[src/rtl/sprite_blitter.sv]
// Sprite blitter: copies one SPRITE_SIZE x SPRITE_SIZE sprite from ROM into the back buffer, with screen-edge clipping.
// Define SPRITE_BLIT_ALPHA_EN to skip transparent pixels; without it every on-screen pixel is written.
module sprite_blitter #(
    parameter int VRAM_A_WIDTH      = 16,
    parameter int SCREEN_WIDTH      = 320,
    parameter int SCREEN_HEIGHT     = 180,
    parameter int SPRITE_SIZE       = 32,
    parameter int SPRITEBUF_A_WIDTH = 13,
    parameter int SPRITEBUF_D_WIDTH = 8
) (
    input  logic                         CLK,
    input  logic                         rst,
    input  logic                         i_req,
    input  logic [2:0]                   i_sprite_index,
    input  logic [9:0]                   i_pos_x,
    input  logic [9:0]                   i_pos_y,
    output logic                         o_ack,
    output logic                         o_busy,
    output logic                         o_done,
    output logic [SPRITEBUF_A_WIDTH-1:0] o_sprite_addr,
    input  logic [SPRITEBUF_D_WIDTH-1:0] i_sprite_data,
    input  logic                         i_sprite_alpha,
    output logic [VRAM_A_WIDTH-1:0]      o_vram_addr,
    output logic [SPRITEBUF_D_WIDTH-1:0] o_vram_data,
    output logic                         o_vram_we
);

    localparam int CW          = (SPRITE_SIZE > 1) ? $clog2(SPRITE_SIZE) : 1;
    localparam int SPRITE_AREA = SPRITE_SIZE * SPRITE_SIZE;

    typedef enum logic [1:0] {IDLE, RUN, DRAIN, DONE} state_t;

    state_t                      state_reg;
    logic [2:0]                  index_reg;
    logic [9:0]                  pos_x_reg;
    logic [9:0]                  pos_y_reg;
    logic                        skip_reg;
    logic [CW-1:0]               row_reg;
    logic [CW-1:0]               col_reg;
    logic                        drain_reg;
    logic [VRAM_A_WIDTH-1:0]     s1_addr_reg;
    logic                        s1_valid_reg;

    logic [31:0]                 x_sum;
    logic [31:0]                 y_sum;
    logic [VRAM_A_WIDTH-1:0]     vram_addr_next;
    logic                        on_screen;
    logic                        last_col;
    logic                        last_pix;
    logic                        off_screen_req;
    logic [SPRITEBUF_A_WIDTH-1:0] sprite_base;
    logic                        alpha_gate;

    assign x_sum          = 32'(pos_x_reg) + 32'(col_reg);
    assign y_sum          = 32'(pos_y_reg) + 32'(row_reg);
    assign vram_addr_next = VRAM_A_WIDTH'(y_sum * 32'(SCREEN_WIDTH) + x_sum);
    assign on_screen      = (x_sum < 32'(SCREEN_WIDTH)) && (y_sum < 32'(SCREEN_HEIGHT));
    assign last_col       = (col_reg == CW'(SPRITE_SIZE - 1));
    assign last_pix       = last_col && (row_reg == CW'(SPRITE_SIZE - 1));
    assign off_screen_req = (32'(i_pos_x) >= 32'(SCREEN_WIDTH)) || (32'(i_pos_y) >= 32'(SCREEN_HEIGHT));
    assign sprite_base    = SPRITEBUF_A_WIDTH'(32'(i_sprite_index) * 32'(SPRITE_AREA));

`ifdef SPRITE_BLIT_ALPHA_EN
    assign alpha_gate = i_sprite_alpha;
`else
    logic unused_alpha;
    assign unused_alpha = i_sprite_alpha;
    assign alpha_gate   = 1'b1;
`endif

    always_ff @(posedge CLK or negedge rst) begin
        if (!rst) begin
            state_reg     <= IDLE;
            index_reg     <= '0;
            pos_x_reg     <= '0;
            pos_y_reg     <= '0;
            skip_reg      <= 1'b0;
            row_reg       <= '0;
            col_reg       <= '0;
            drain_reg     <= 1'b0;
            s1_addr_reg   <= '0;
            s1_valid_reg  <= 1'b0;
            o_ack         <= 1'b0;
            o_busy        <= 1'b0;
            o_done        <= 1'b0;
            o_sprite_addr <= '0;
            o_vram_addr   <= '0;
            o_vram_data   <= '0;
            o_vram_we     <= 1'b0;
        end else begin
            o_ack        <= 1'b0;
            o_done       <= 1'b0;
            // Stage 2: ROM word for the pixel addressed two cycles ago arrives now.
            o_vram_addr  <= s1_addr_reg;
            o_vram_data  <= i_sprite_data;
            o_vram_we    <= s1_valid_reg & alpha_gate;
            // Stage 1: destination of the pixel whose ROM address is on the bus.
            s1_addr_reg  <= vram_addr_next;
            s1_valid_reg <= 1'b0;

            case (state_reg)
                IDLE, DONE: begin
                    if (i_req) begin
                        index_reg     <= i_sprite_index;
                        pos_x_reg     <= i_pos_x;
                        pos_y_reg     <= i_pos_y;
                        skip_reg      <= off_screen_req;
                        row_reg       <= '0;
                        col_reg       <= '0;
                        o_sprite_addr <= sprite_base;
                        o_ack         <= 1'b1;
                        o_busy        <= 1'b1;
                        state_reg     <= RUN;
                    end else begin
                        state_reg     <= IDLE;
                    end
                end
                RUN: begin
                    if (skip_reg) begin
                        o_done    <= 1'b1;
                        o_busy    <= 1'b0;
                        state_reg <= DONE;
                    end else begin
                        s1_valid_reg <= on_screen;
                        if (last_col) begin
                            col_reg <= '0;
                            row_reg <= row_reg + 1'b1;
                        end else begin
                            col_reg <= col_reg + 1'b1;
                        end
                        if (last_pix) begin
                            drain_reg <= 1'b0;
                            state_reg <= DRAIN;
                        end else begin
                            o_sprite_addr <= o_sprite_addr + 1'b1;
                        end
                    end
                end
                DRAIN: begin
                    // Two cycles let the final ROM word travel through both stages.
                    if (drain_reg) begin
                        o_done    <= 1'b1;
                        o_busy    <= 1'b0;
                        state_reg <= DONE;
                    end else begin
                        drain_reg <= 1'b1;
                    end
                end
                default: state_reg <= IDLE;
            endcase
        end
    end

endmodule
[config.mk]
export PLATFORM = sky130hd
export DESIGN_NAME = sprite_blitter
export DESIGN_NICKNAME = d
export VERILOG_FILES = /design/src/rtl/sprite_blitter.sv
export SDC_FILE = /design/constraint.sdc
export NUM_CORES = 1
export LEC_CHECK = 0
export ABC_AREA = 1
export BUFFER_PORTS_ARGS = -buffer_cell sky130_fd_sc_hd__buf_4
export CAP_MARGIN = 10
export CORE_UTILIZATION = 24
export DETAILED_ROUTE_END_ITERATION = 8
export HOLD_SLACK_MARGIN = 0.12
export PLACE_DENSITY = 0.36
export SLEW_MARGIN = 15
export SYNTH_ARGS = -nofsm -noshare
export SYNTH_HDL_FRONTEND = slang
export SYNTH_SLANG_ARGS = --single-unit
[constraint.sdc]
create_clock -name CLK -period 8.5 [get_ports CLK]
set_input_delay 0.85 -clock CLK [delete_from_list [all_inputs] [get_ports CLK]]
set_output_delay 0.85 -clock CLK [all_outputs]
set_load 0.02 [all_outputs]
## Word-level counts from Yosys, hierarchy flattened

Cells that the tools add are included.

| word-level totals | value |
|---|---|
| register bits after elaboration | 92 |
| logic and storage cells | 84 |

| cells by class | value |
|---|---|
| $mul | 1 |
| reductions and logical operators | 14 |
| muxes and demuxes | 30 |
| equal/unequal tests | 13 |
| add/subtract/negate cells | 6 |
| $lt $le $gt $ge | 4 |

Operators with widths:

| kind | number |
|---|---|
| $mux W13 | 3 |
| $pmux W13 S2 | 1 |
| $mux W5 | 5 |
| $add A10 B5 Y11 | 2 |
| $pmux W5 S2 | 2 |
| $add A16 B11 Y16 | 1 |
| $ne A2 B2 Y1 const B | 7 |
| $add A13 B1 Y13 const B | 1 |
| $mux W1 | 12 |
| $lt A11 B8 Y1 const B | 1 |
| $lt A11 B9 Y1 const B | 1 |
| $mul A11 B3 Y10 const B | 1 |
| $add A5 B1 Y5 const B | 2 |
| $eq A5 B5 Y1 const B | 2 |
| $ge A10 B8 Y1 const B | 1 |
| $ge A10 B9 Y1 const B | 1 |
| $reduce_and A3 Y1 | 3 |
| $reduce_and A4 Y1 | 2 |
| $mux W2 | 3 |
| $pmux W2 S3 | 1 |
| $eq A2 B2 Y1 const B | 2 |
| $pmux W1 S2 | 2 |
| $reduce_and A2 Y1 | 2 |
| $reduce_bool A2 Y1 | 2 |
| 7 further kinds | 8 |

## Longest topological paths before layout

Gate-level depths: netlist of run 1.

| depth | value |
|---|---|
| depth after elaboration | 5 |
| mapped depth | 25 |
| gate-level depth less buffers | 25 |

## Worst setup path before layout of run 1

No wires, ideal clock.

| timing path | value |
|---|---|
| kind | reg2reg |
| from | register row_reg[0] |
| to | register s1_addr_reg[15] |
| stages on the path, launching flop included | 23 |
| path buffers | 0 |
| required time | 8.384 ns |
| slack | 5.050 ns |
| data arrival time | 3.334 ns |
| cell sequence | dfrtp_1 -> ha_1 -> inv_1 -> fa_1 -> nand3b_1 -> nand3_1 -> nand2_1 -> nand2_1 -> inv_1 -> nor2_1 -> inv_1 -> fa_1 -> inv_1 -> ha_1 -> nand2_1 -> nor3_1 -> nor2_1 -> nor2_1 -> nand3_1 -> nor2_1 -> inv_1 -> nand2_1 -> nand2_1 |

| between the ends | value |
|---|---|
| cells in the longest elaborated chain, start to end | 3 |

RTL lines:

| item | RTL line | source |
|---|---|---|
| start: declaration | 38 | `logic [CW-1:0] row_reg;` |
| start signal: assignment | 127 | `row_reg <= row_reg + 1'b1;` |
| $add A10 B5 Y11 | 55 | `assign y_sum = 32'(pos_y_reg) + 32'(row_reg);` |
| $mul A11 B3 Y10 | 56 | `assign vram_addr_next = VRAM_A_WIDTH'(y_sum * 32'(SCREEN_WIDTH) + x_sum);` |
| $add A16 B11 Y16 | 56 |  |
| named net vram_addr_next[15] | 46 | `logic [VRAM_A_WIDTH-1:0] vram_addr_next;` |
| end signal: assignment | 98 | `s1_addr_reg <= vram_addr_next;` |
| end: declaration | 41 | `logic [VRAM_A_WIDTH-1:0] s1_addr_reg;` |

The timed path passes the listed nets, and every way through them passes these cells.
A chain may end at the register's enable or synchronous reset.

## Worst setup path after layout of run 1

Ends and elaborated chain as after synthesis.

==> impl_metrics.json, run 1 <==
{
  "status": "finished clean",
  "finalPower_w": 0.000917,
  "ys_ff_latch": 92,
  "cts_buffers": 9,
  "io_pins": 76,
  "io_buffers": 74,
  "synth_xor_area_frac": 0.0327,
  "path_clk_slew_ns": 0.07,
  "cellPowerDensity_nw_per_um2": 152,
  "finalSetupTns_ns": 0,
  "p_int_w": 0.000712,
  "drtPass1Iterations": 4,
  "reg2reg_slack_ns": 4.58,
  "crit_type": "reg2reg",
  "cp-end-kind": "register",
  "ant_nets": 0,
  "final_cells": 921,
  "fin_crit_sh": 0.461,
  "switching_share": 0.223,
  "hold_start": "s1_addr_reg[14]",
  "rows": 51,
  "slowest_stage": "fa_1",
  "postCtsSetupRepairBufs": 0,
  "grt_max_degree": 59,
  "fmax_mhz": 255,
  "place_congestion": 0.816,
  "synth-simple-area-share": 0.225,
  "crit_path_max_incr_delay_ns": 0.54,
  "peakVddDrop_mv": 0.0771,
  "setup_viol": 0,
  "hold_class": "reg2reg",
  "wire_per_inst_um": 12.8,
  "final_nets": 723,
  "final_common_cell": "nand2_1",
  "reg2reg_depth": 22,
  "syn2layout_area_growth_pct": 24.8,
  "clockBufferDepth": 2,
  "path_cells": "ha_1 > inv_1 > fa_1 > nand3b_1 > nand3_1 > nand2_1 > nand2_1 > inv_1 > nor2_1 > inv_1 > fa_1 > inv_1 > ha_1 > nand2_1 > nor3_1 > nor2_1 > nor2_1 > nand3_1 > nor2_1 > inv_1 > nand2_1 > nand2_1",
  "setup_ws_ns": 4.58,
  "ys_async_sr_fraction": 1.00,
  "die_area_sq_um": 20700,
  "fp.dieW_um": 144,
  "cp_max_fo": 5,
  "antenna_found_initial": 0,
  "grt_pass1_wl_um": 19600,
  "vias": 3895,
  "placed_cells": 905,
  "fin_crit_ns": 3.92,
  "ys_types": 32,
  "synthAdderAreaFrac": 0.102,
  "busiest_layer": "met2",
  "rsz0062_at_grt": "no",
  "via_per_inst": 4.23,
  "drv_slew": 0,
  "required_ns": 8.74,
  "use_met1": 0.154,
  "synth_top_family_by_area": "simple AND/OR/NAND/NOR gates",
  "initial_utilization": 0.246,
  "grt_pass1_vias": 3898,
  "cts_tree": "done",
  "finalWirelength_um": 11800,
  "power.leakage_nw": 3.23,
  "die_h_um": 144,
  "drt_iter0_drc": 238,
  "seqPwrFrac": 0.480,
  "crit_path_start_kind": "register",
  "reg2reg_from": "row_reg[0]",
  "relSlewSlack": 0.470,
  "grt_util_met2": 0.211,
  "core_area_sq_um": 19600,
  "arrival_ns": 4.16,
  "cts_root_buffer": "clkbuf_16",
  "grtUsageTotal": 0.125,
  "reg2reg_to": "s1_addr_reg[15]",
  "syn-num-nets": 642,
  "crit_start": "row_reg[0]",
  "synthesis.instances": 570,
  "insertion_delay_ns": 0.35,
  "place_ws_ns": 4.52,
  "synth_ff_type": "dfrtp_1",
  "cts_max_level": 3,
  "synth_compound_area_frac": 0.0911,
  "worstMarginPinSlew_ns": 0.794,
  "p_switching_w": 0.000205,
  "avgSynthCellArea_sq_um": 8.46,
  "grt_remaining_overflow": 0,
  "hold_viol_final": 0,
  "layout-drive-gt1-share": 0.159,
  "met3_usage": 0.0277,
  "endpoint": "s1_addr_reg[15]",
  "finish.utilization": 0.307,
  "synth_edf_count": 0,
  "power.share.clock": 0.489,
  "route.detailed.drc": 0,
  "n_antenna_cell": 0,
  "final_cell_mix": "153 x nand2_1, 92 x dfrtp_1, 85 x inv_1",
  "ctsHoldBuffers": 0,
  "cts_resized": 0,
  "comb_power_share": 0.031,
  "netlist_area_sq_um": 4820,
  "maxCapViolCount": 0,
  "yosysSeqAreaShare": 0.478,
  "ys_warn_count": 0,
  "hpwl_um": 8720,
  "cts.sinks": 92,
  "fin_skew_ns": 0.00989,
  "muxShareOfSynthArea": 0
}
==> logic make-up after synthesis <==
kind of cell	Yosys count
AOI/OAI and AO/OA	79
xor gates and xnor gates	18
adders and majority gates	37
buffers and inverters	91
DFF	92
and+or+nand+nor	253
==> cell usage after synthesis, types with 3 or more instances <==
| cell | n | area share |
|---|---|---|
| nor3_1 | 8 | 0.0083 |
| or2_2 | 3 | 0.0039 |
| xor2_1 | 10 | 0.018 |
| ha_1 | 33 | 0.086 |
| xnor2_1 | 8 | 0.015 |
| nor2_1 | 36 | 0.028 |
| clkbuf_1 | 5 | 0.0039 |
| a31oi_1 | 6 | 0.0078 |
| o21ai_0 | 36 | 0.037 |
| inv_1 | 85 | 0.066 |
| a21oi_1 | 24 | 0.025 |
| a21o_1 | 3 | 0.0047 |
| nand4_1 | 10 | 0.013 |
| dfrtp_1 | 92 | 0.48 |
| fa_1 | 4 | 0.017 |
| nand2_1 | 153 | 0.12 |
| nand3_1 | 36 | 0.037 |
==> per-stage QoR <==
step	instance area, sq um	hold slack, ns
2_1_floorplan	4820	0.331
3_3_place_gp	5700	0.332
3_5_place_dp	5700	0.335
4_1_cts	6020	0.350
5_1_grt	6020	0.352
6_report	6020	0.345
==> power groups by stage <==
stage | sequential (W) | clock, W | combinational, W
final | 0.000440 | 0.000449 | 0.0000286
after global routing | 0.000440 | 0.000482 | 0.0000326
after CTS | 0.000440 | 0.000467 | 0.0000301
after detailed placement | 0.000448 | 0 | 0.0000301
after global placement | 0.000448 | 0 | 0.0000300
after floorplan | 0.000451 | 0 | 0.000000886
==> worst min-delay path by stage <==
stage	slack, ns	cells past startpoint	end
finish	0.35	0	o_vram_addr[14]
global route	0.35	0	o_vram_addr[14]
floorplan	0.33	0	o_vram_addr[0]
detailed placement	0.33	0	o_vram_addr[13]
CTS	0.35	0	o_vram_addr[13]
global placement	0.33	0	o_vram_addr[4]
==> cell type report <==
| type | instances | area [sq um] |
|---|---|---|
| well taps | 265 | 332 |
| fillers | 2090 | 13600 |
| inverters | 85 | 319 |
| repair buffers | 76 | 571 |
| clock inverters | 7 | 96.3 |
| multi-input cells | 387 | 2170 |
| clock buffers | 9 | 225 |
| flip-flops and latches | 92 | 2300 |
==> routing by layer <==
metal  up-vias  part of all wire
li1       1993                 -
met1      1815              0.48
met2        76              0.47
met3        11             0.039
met4         0             0.015
met5         -                 0
==> worst max-delay path: cells and delay by family (launching register included) <==
family | cells | cell delay [ns]
buffers and inverters | 5 | 0.28
AND/OR/NAND/NOR | 13 | 1.59
adder cells (fa/ha/maj) | 4 | 1.50
flip-flops | 1 | 0.41
Note: power is estimated with default switching activity, not from simulation.
==> run 2, diff against run 1 <==
--- a/config.mk
+++ b/config.mk
@@ -5,7 +5,7 @@
 export SDC_FILE = /design/constraint.sdc
 export NUM_CORES = 1
 export LEC_CHECK = 0
-export ABC_AREA = 1
+export ABC_AREA = 0
 export BUFFER_PORTS_ARGS = -buffer_cell sky130_fd_sc_hd__buf_4
 export CAP_MARGIN = 10
 export CORE_UTILIZATION = 24
==> constraint.sdc (replaced) <==
create_clock -name CLK -period 3.95 [get_ports CLK]
set_input_delay 0.395 -clock CLK [delete_from_list [all_inputs] [get_ports CLK]]
set_output_delay 0.395 -clock CLK [all_outputs]
set_load 0.02 [all_outputs]
==> impl_metrics.json, run 2 <==
{
  "reg2reg_depth": 12,
  "syn-num-nets": 518,
  "via_per_inst": 4.30,
  "fmax_mhz": 270,
  "core_area_sq_um": 19500,
  "power.share.clock": 0.470,
  "hold_viol_final": 0,
  "peakVddDrop_mv": 0.183,
  "synth_common_cells": "92 x dfrtp_1, 43 x nand2_1, 33 x ha_1",
  "insertion_delay_ns": 0.35,
  "path_clk_slew_ns": 0.07,
  "finalPower_w": 0.00191,
  "reg2reg_slack_ns": 0.25,
  "reg2reg_from": "row_reg[1]",
  "io_pins": 76,
  "setup_viol": 0,
  "ys_types": 56,
  "required_ns": 4.17,
  "synthAdderAreaFrac": 0.104,
  "final_cell_mix": "92 x dfrtp_1, 88 x buf_4, 43 x nand2_1",
  "stdcell_area_sq_um": 6030,
  "power.leakage_nw": 2.90,
  "ys_async_sr_fraction": 1.00,
  "cts.sinks": 92,
  "synthesis.instances": 446,
  "p_int_w": 0.00150,
  "crit_path_start_kind": "register",
  "cts_root_buffer": "clkbuf_16",
  "cp-end-kind": "register",
  "yosysMostFrequentCell": "dfrtp_1",
  "io_buffers": 74,
  "grt_remaining_overflow": 0,
  "place_congestion": 0.754,
  "synth_edf_count": 0,
  "grt_pass1_wl_um": 17900,
  "route.detailed.drc": 0,
  "grt_pass1_vias": 3439,
  "ys_ff_latch": 92,
  "muxShareOfSynthArea": 0.0582,
  "status": "finished clean",
  "synth_top_family_by_area": "compound AO/OA/AOI/OAI gates",
  "cp_max_fo": 5,
  "relSlewSlack": 0.577,
  "finalSetupTns_ns": 0,
  "grtUsageTotal": 0.117,
  "drt_iter0_drc": 75,
  "wire_per_inst_um": 13.8,
  "ys_warn_count": 0,
  "n_antenna_cell": 0,
  "clockBufferDepth": 2,
  "cts_tree": "done",
  "crit_type": "reg2reg",
  "final_nets": 608,
  "reg2reg_to": "s1_addr_reg[15]",
  "rsz0062_at_grt": "no",
  "endpoint": "s1_addr_reg[15]",
  "synth_top_area_frac": 0.485,
  "postPlaceCellArea_sq_um": 5700,
  "fin_crit_sh": 0.936,
  "rows": 51,
  "netlist_area_sq_um": 4750,
  "synth_compound_area_frac": 0.132,
  "synth_xor_area_frac": 0.0669,
  "fin_skew_ns": 0.00832,
  "ant_nets": 0,
  "comb_power_share": 0.033,
  "maxCapViolCount": 0,
  "fin_crit_ns": 3.70,
  "cts_max_level": 3,
  "switching_share": 0.214,
  "final_common_cell": "dfrtp_1",
  "drtPass1Iterations": 4,
  "antenna_found_initial": 0,
  "avgSynthCellArea_sq_um": 10.7,
  "drv_slew": 0,
  "layout-drive-gt1-share": 0.254,
  "initial_utilization": 0.244,
  "p_switching_w": 0.000409,
  "synth_top_area_cell": "dfrtp_1",
  "synth_area_leaders": "dfrtp_1 48%, ha_1 8.7%, mux2_2 5.0%",
  "die_area_sq_um": 20400,
  "finalWirelength_um": 11100,
  "arrival_ns": 3.92,
  "fp.dieW_um": 143,
  "cts_buffers": 9,
  "synth-simple-area-share": 0.125,
  "worstMarginPinSlew_ns": 0.634,
  "hold_class": "in2reg",
  "yosysSeqAreaShare": 0.485,
  "crit_start": "row_reg[1]",
  "vias": 3460,
  "syn2layout_area_growth_pct": 27.0,
  "die_h_um": 143,
  "hpwl_um": 8350,
  "cellPowerDensity_nw_per_um2": 316,
  "synth_ff_type": "dfrtp_1",
  "seqPwrFrac": 0.497,
  "grt_max_degree": 37
}
==> run 2: changes by cell type in the layout (fill, tap and decap cells not counted), moves of 5 or more <==
cell	before	now
o21ai_1	1	12
xnor2_1	8	18
o21ai_0	36	26
a31oi_1	6	1
buf_4	76	88
nand3_1	36	14
nor2_1	36	31
inv_1	85	26
nand4_1	10	1
nor2b_1	0	5
nand2_1	153	43
mux2_2	0	21
==> run 2: layout make-up <==
class                   count  area [sq um]
repair buffers             89           671
well taps                 265           332
clock buffers              12           256
multi-input cells         317          2330
flip-flops and latches     92          2300
inverters                  27           101
fillers                  2040         13400
clock inverters             3          46.3
==> run 2: timing repair <==
item / 4_1_cts / 5_1_grt
buffers inserted: 0 / 1
endpoints found under the setup margin: 0 / 1
hold endpoints to repair: 22 / 0
gates resized for setup: 0 / 5
hold buffers: 1 / 0
==> run 2: layer usage <==
metal	part of all wire	vias to the layer above	GRT usage
met3	0.038	10	0.0245
li1	-	1742	-
met4	0.016	0	0.0509
met1	0.48	1658	0.154
met5	0	-	0
met2	0.46	50	0.183
==> run 2: how the worst min path moves through the flow <==
stage | endpoint | cells after the start | slack [ns] | from
2_1_floorplan | col_reg[0] | 0 | 0.1 | rst
4_1_cts | o_vram_data[5] | 1 | 0.13 | i_sprite_data[5]
6_report | o_vram_data[5] | 1 | 0.16 | i_sprite_data[5]
5_1_grt | o_vram_data[5] | 1 | 0.13 | i_sprite_data[5]
3_5_place_dp | o_vram_data[4] | 1 | 0.33 | rst
3_3_place_gp | o_vram_data[1] | 1 | 0.32 | rst
==> run 2: critical path, stage by stage, from the launching register on <==
cell and delay, ns:
dfrtp_1 0.42, ha_1 0.32, a211oi_2 0.34, o21ai_1 0.11, a21o_1 0.25, xor2_1 0.24, ha_1 0.28, ha_1 0.34
nor2b_1 0.17, o31a_4 0.29, a311oi_2 0.28, xnor2_1 0.15, xnor3_1 0.40
==> run 2: power groups by stage <==
stage / logic (W) / registers [W] / clock network (W)
4_1_cts: 0.0000666 / 0.000947 / 0.000941
6_report: 0.0000629 / 0.000947 / 0.000897
3_3_place_gp: 0.0000653 / 0.000965 / 0
2_1_floorplan: 0.00000159 / 0.000971 / 0
5_1_grt: 0.0000704 / 0.000947 / 0.000981
3_5_place_dp: 0.0000659 / 0.000965 / 0
==> run 2: logic make-up after synthesis <==
kind of cell	count (synthesis)
compound gates	99
fa+ha+maj	37
simple gates	123
mux	25
xor+xnor	33
buf+inv	37
flops	92
==> run 2: per-stage QoR <==
step / setup slack, ns / instances / hold slack, ns / utilization
after floorplan: 0.345 / 446 / 0.0994 / -
after global placement: 0.216 / 788 / 0.325 / 0.293
after detailed placement: 0.193 / 788 / 0.328 / 0.293
after CTS: 0.138 / 804 / 0.133 / 0.309
after global routing: 0.0667 / 805 / 0.131 / 0.310
final: 0.252 / 805 / 0.156 / 0.310
==> run 3, diff against run 2 <==
--- a/config.mk
+++ b/config.mk
@@ -8,10 +8,13 @@
 export ABC_AREA = 0
 export BUFFER_PORTS_ARGS = -buffer_cell sky130_fd_sc_hd__buf_4
 export CAP_MARGIN = 10
+export CELL_PAD_IN_SITES_DETAIL_PLACEMENT = 0
+export CELL_PAD_IN_SITES_GLOBAL_PLACEMENT = 1
 export CORE_UTILIZATION = 24
 export DETAILED_ROUTE_END_ITERATION = 8
 export HOLD_SLACK_MARGIN = 0.12
-export PLACE_DENSITY = 0.36
+export PLACE_DENSITY = 0.44
+export SKIP_CTS_REPAIR_TIMING = 1
 export SLEW_MARGIN = 15
 export SYNTH_ARGS = -nofsm -noshare
 export SYNTH_HDL_FRONTEND = slang
==> impl_metrics.json, run 3 (synthesis gave the netlist of run 2 again) <==
{
  "slowest_stage": "dfrtp_1",
  "rsz0062_at_grt": "no",
  "postPlaceCellArea_sq_um": 5690,
  "fmax_mhz": 266,
  "arrival_ns": 3.98,
  "via_per_inst": 4.29,
  "p_switching_w": 0.000421,
  "syn2layout_area_growth_pct": 27.2,
  "use_met1": 0.163,
  "final_common_cell": "dfrtp_1",
  "stdcell_area_sq_um": 6040,
  "hold_viol_final": 0,
  "grt_max_degree": 62,
  "fin_skew_ns": 0.00595,
  "final_cells": 804,
  "final_cell_mix": "92 x dfrtp_1, 87 x buf_4, 43 x nand2_1",
  "drtPass1Iterations": 6,
  "rows": 51,
  "power.leakage_nw": 2.91,
  "cp_max_fo": 5,
  "fin_crit_ns": 3.75,
  "n_antenna_cell": 0,
  "die_area_sq_um": 20400,
  "crit_type": "reg2reg",
  "drt_iter0_drc": 131,
  "busiest_layer": "met2",
  "fin_crit_sh": 0.951,
  "fp.dieW_um": 143,
  "grt_util_met2": 0.174,
  "finalSetupTns_ns": 0,
  "insertion_delay_ns": 0.35,
  "grtUsageTotal": 0.117,
  "placed_cells": 787,
  "cts_root_buffer": "clkbuf_16",
  "drv_slew": 0,
  "hold_class": "in2async",
  "peakVddDrop_mv": 0.203,
  "cp-end-kind": "register",
  "wire_per_inst_um": 13.8,
  "ant_nets": 0,
  "core_area_sq_um": 19500,
  "initial_utilization": 0.244,
  "cellPowerDensity_nw_per_um2": 318,
  "power.share.clock": 0.475,
  "antenna_found_initial": 0,
  "final_nets": 606,
  "worstMarginPinSlew_ns": 0.809,
  "crit_path_start_kind": "register",
  "relSlewSlack": 0.461,
  "crit_path_max_incr_delay_ns": 0.43,
  "route.detailed.drc": 0,
  "p_int_w": 0.00150,
  "cp_common_cell": "ha_1",
  "layout-drive-gt1-share": 0.260,
  "hpwl_um": 8310,
  "met3_usage": 0.0221,
  "cts_max_level": 3,
  "place_congestion": 0.719,
  "path_clk_slew_ns": 0.07,
  "finalWirelength_um": 11100,
  "hold_ws_ns": 0.124,
  "cts.sinks": 92,
  "path_cells": "ha_1 > a211oi_2 > o21ai_1 > a21o_1 > xor2_2 > ha_1 > ha_1 > nor2b_2 > o31a_4 > a311oi_2 > xnor2_1 > xnor3_1",
  "grt_pass1_wl_um": 17900,
  "io_pins": 76,
  "switching_share": 0.219,
  "setup_viol": 0,
  "die_h_um": 143,
  "io_buffers": 74,
  "cts_buffers": 9,
  "comb_power_share": 0.032,
  "status": "finished clean",
  "vias": 3453,
  "grt_remaining_overflow": 0,
  "maxCapViolCount": 0,
  "required_ns": 4.18,
  "grt_pass1_vias": 3327,
  "finish.utilization": 0.311,
  "clockBufferDepth": 2,
  "seqPwrFrac": 0.493,
  "cts_tree": "done"
}
[run 3: final timing paths]
| path | from | endpoint | slack, ns | depth (start not counted) |
|---|---|---|---|---|
| worst max-delay path | row_reg[1] | s1_addr_reg[15] | 0.20 | 12 |
| worst min-delay path | rst | o_vram_data[6] | 0.12 | 1 |
| min in group CLK | i_sprite_data[2] | o_vram_data[2] | 0.15 | 1 |
| worst min register to register | s1_addr_reg[15] | o_vram_addr[15] | 0.35 | 0 |
| max in group asynchronous | rst | pos_y_reg[3] | 2.91 | 2 |
| worst max register to register | row_reg[1] | s1_addr_reg[15] | 0.20 | 12 |
[run 3: per-layer routing]
layer	wire length, um	vias up
li1	-	1733
met1	5580	1653
met2	4960	53
met3	355	14
met4	213	0
met5	0	-
[run 3: area by class of cell]
class | instances | area, sq um
multi-input cells | 317 | 2340
repair buffers | 87 | 653
clock buffers | 11 | 253
inverters | 27 | 101
well taps | 265 | 332
flip-flops and latches | 92 | 2300
clock inverters | 5 | 58.8
fillers | 2046 | 13400
[run 3: critical path, delay by kind of cell, from the launching register on]
family / cells / cell delay [ns]
adder cells (fa/ha/maj): 3 / 0.98
flip-flops: 1 / 0.43
AND/OR/NAND/NOR: 1 / 0.18
AO/OA/AOI/OAI: 5 / 1.31
XOR/XNOR: 3 / 0.73
[run 3: per-stage QoR]
stage | power (W) | setup WS (ns)
after floorplan | 0.000972 | 0.345
after global placement | 0.00103 | 0.149
after detailed placement | 0.00103 | 0.123
after CTS | 0.00197 | 0.118
after global routing | 0.00201 | 0.0245
final | 0.00192 | 0.195
[run 3: power groups by stage]
| stage | Sequential [W] | Clock (W) | Combinational [W] |
|---|---|---|---|
| 5_1_grt | 0.000946 | 0.000995 | 0.0000688 |
| 6_report | 0.000947 | 0.000913 | 0.0000609 |
| 4_1_cts | 0.000947 | 0.000955 | 0.0000646 |
| 3_3_place_gp | 0.000965 | 0 | 0.0000642 |
| 3_5_place_dp | 0.000965 | 0 | 0.0000645 |
| 2_1_floorplan | 0.000971 | 0 | 0.00000159 |
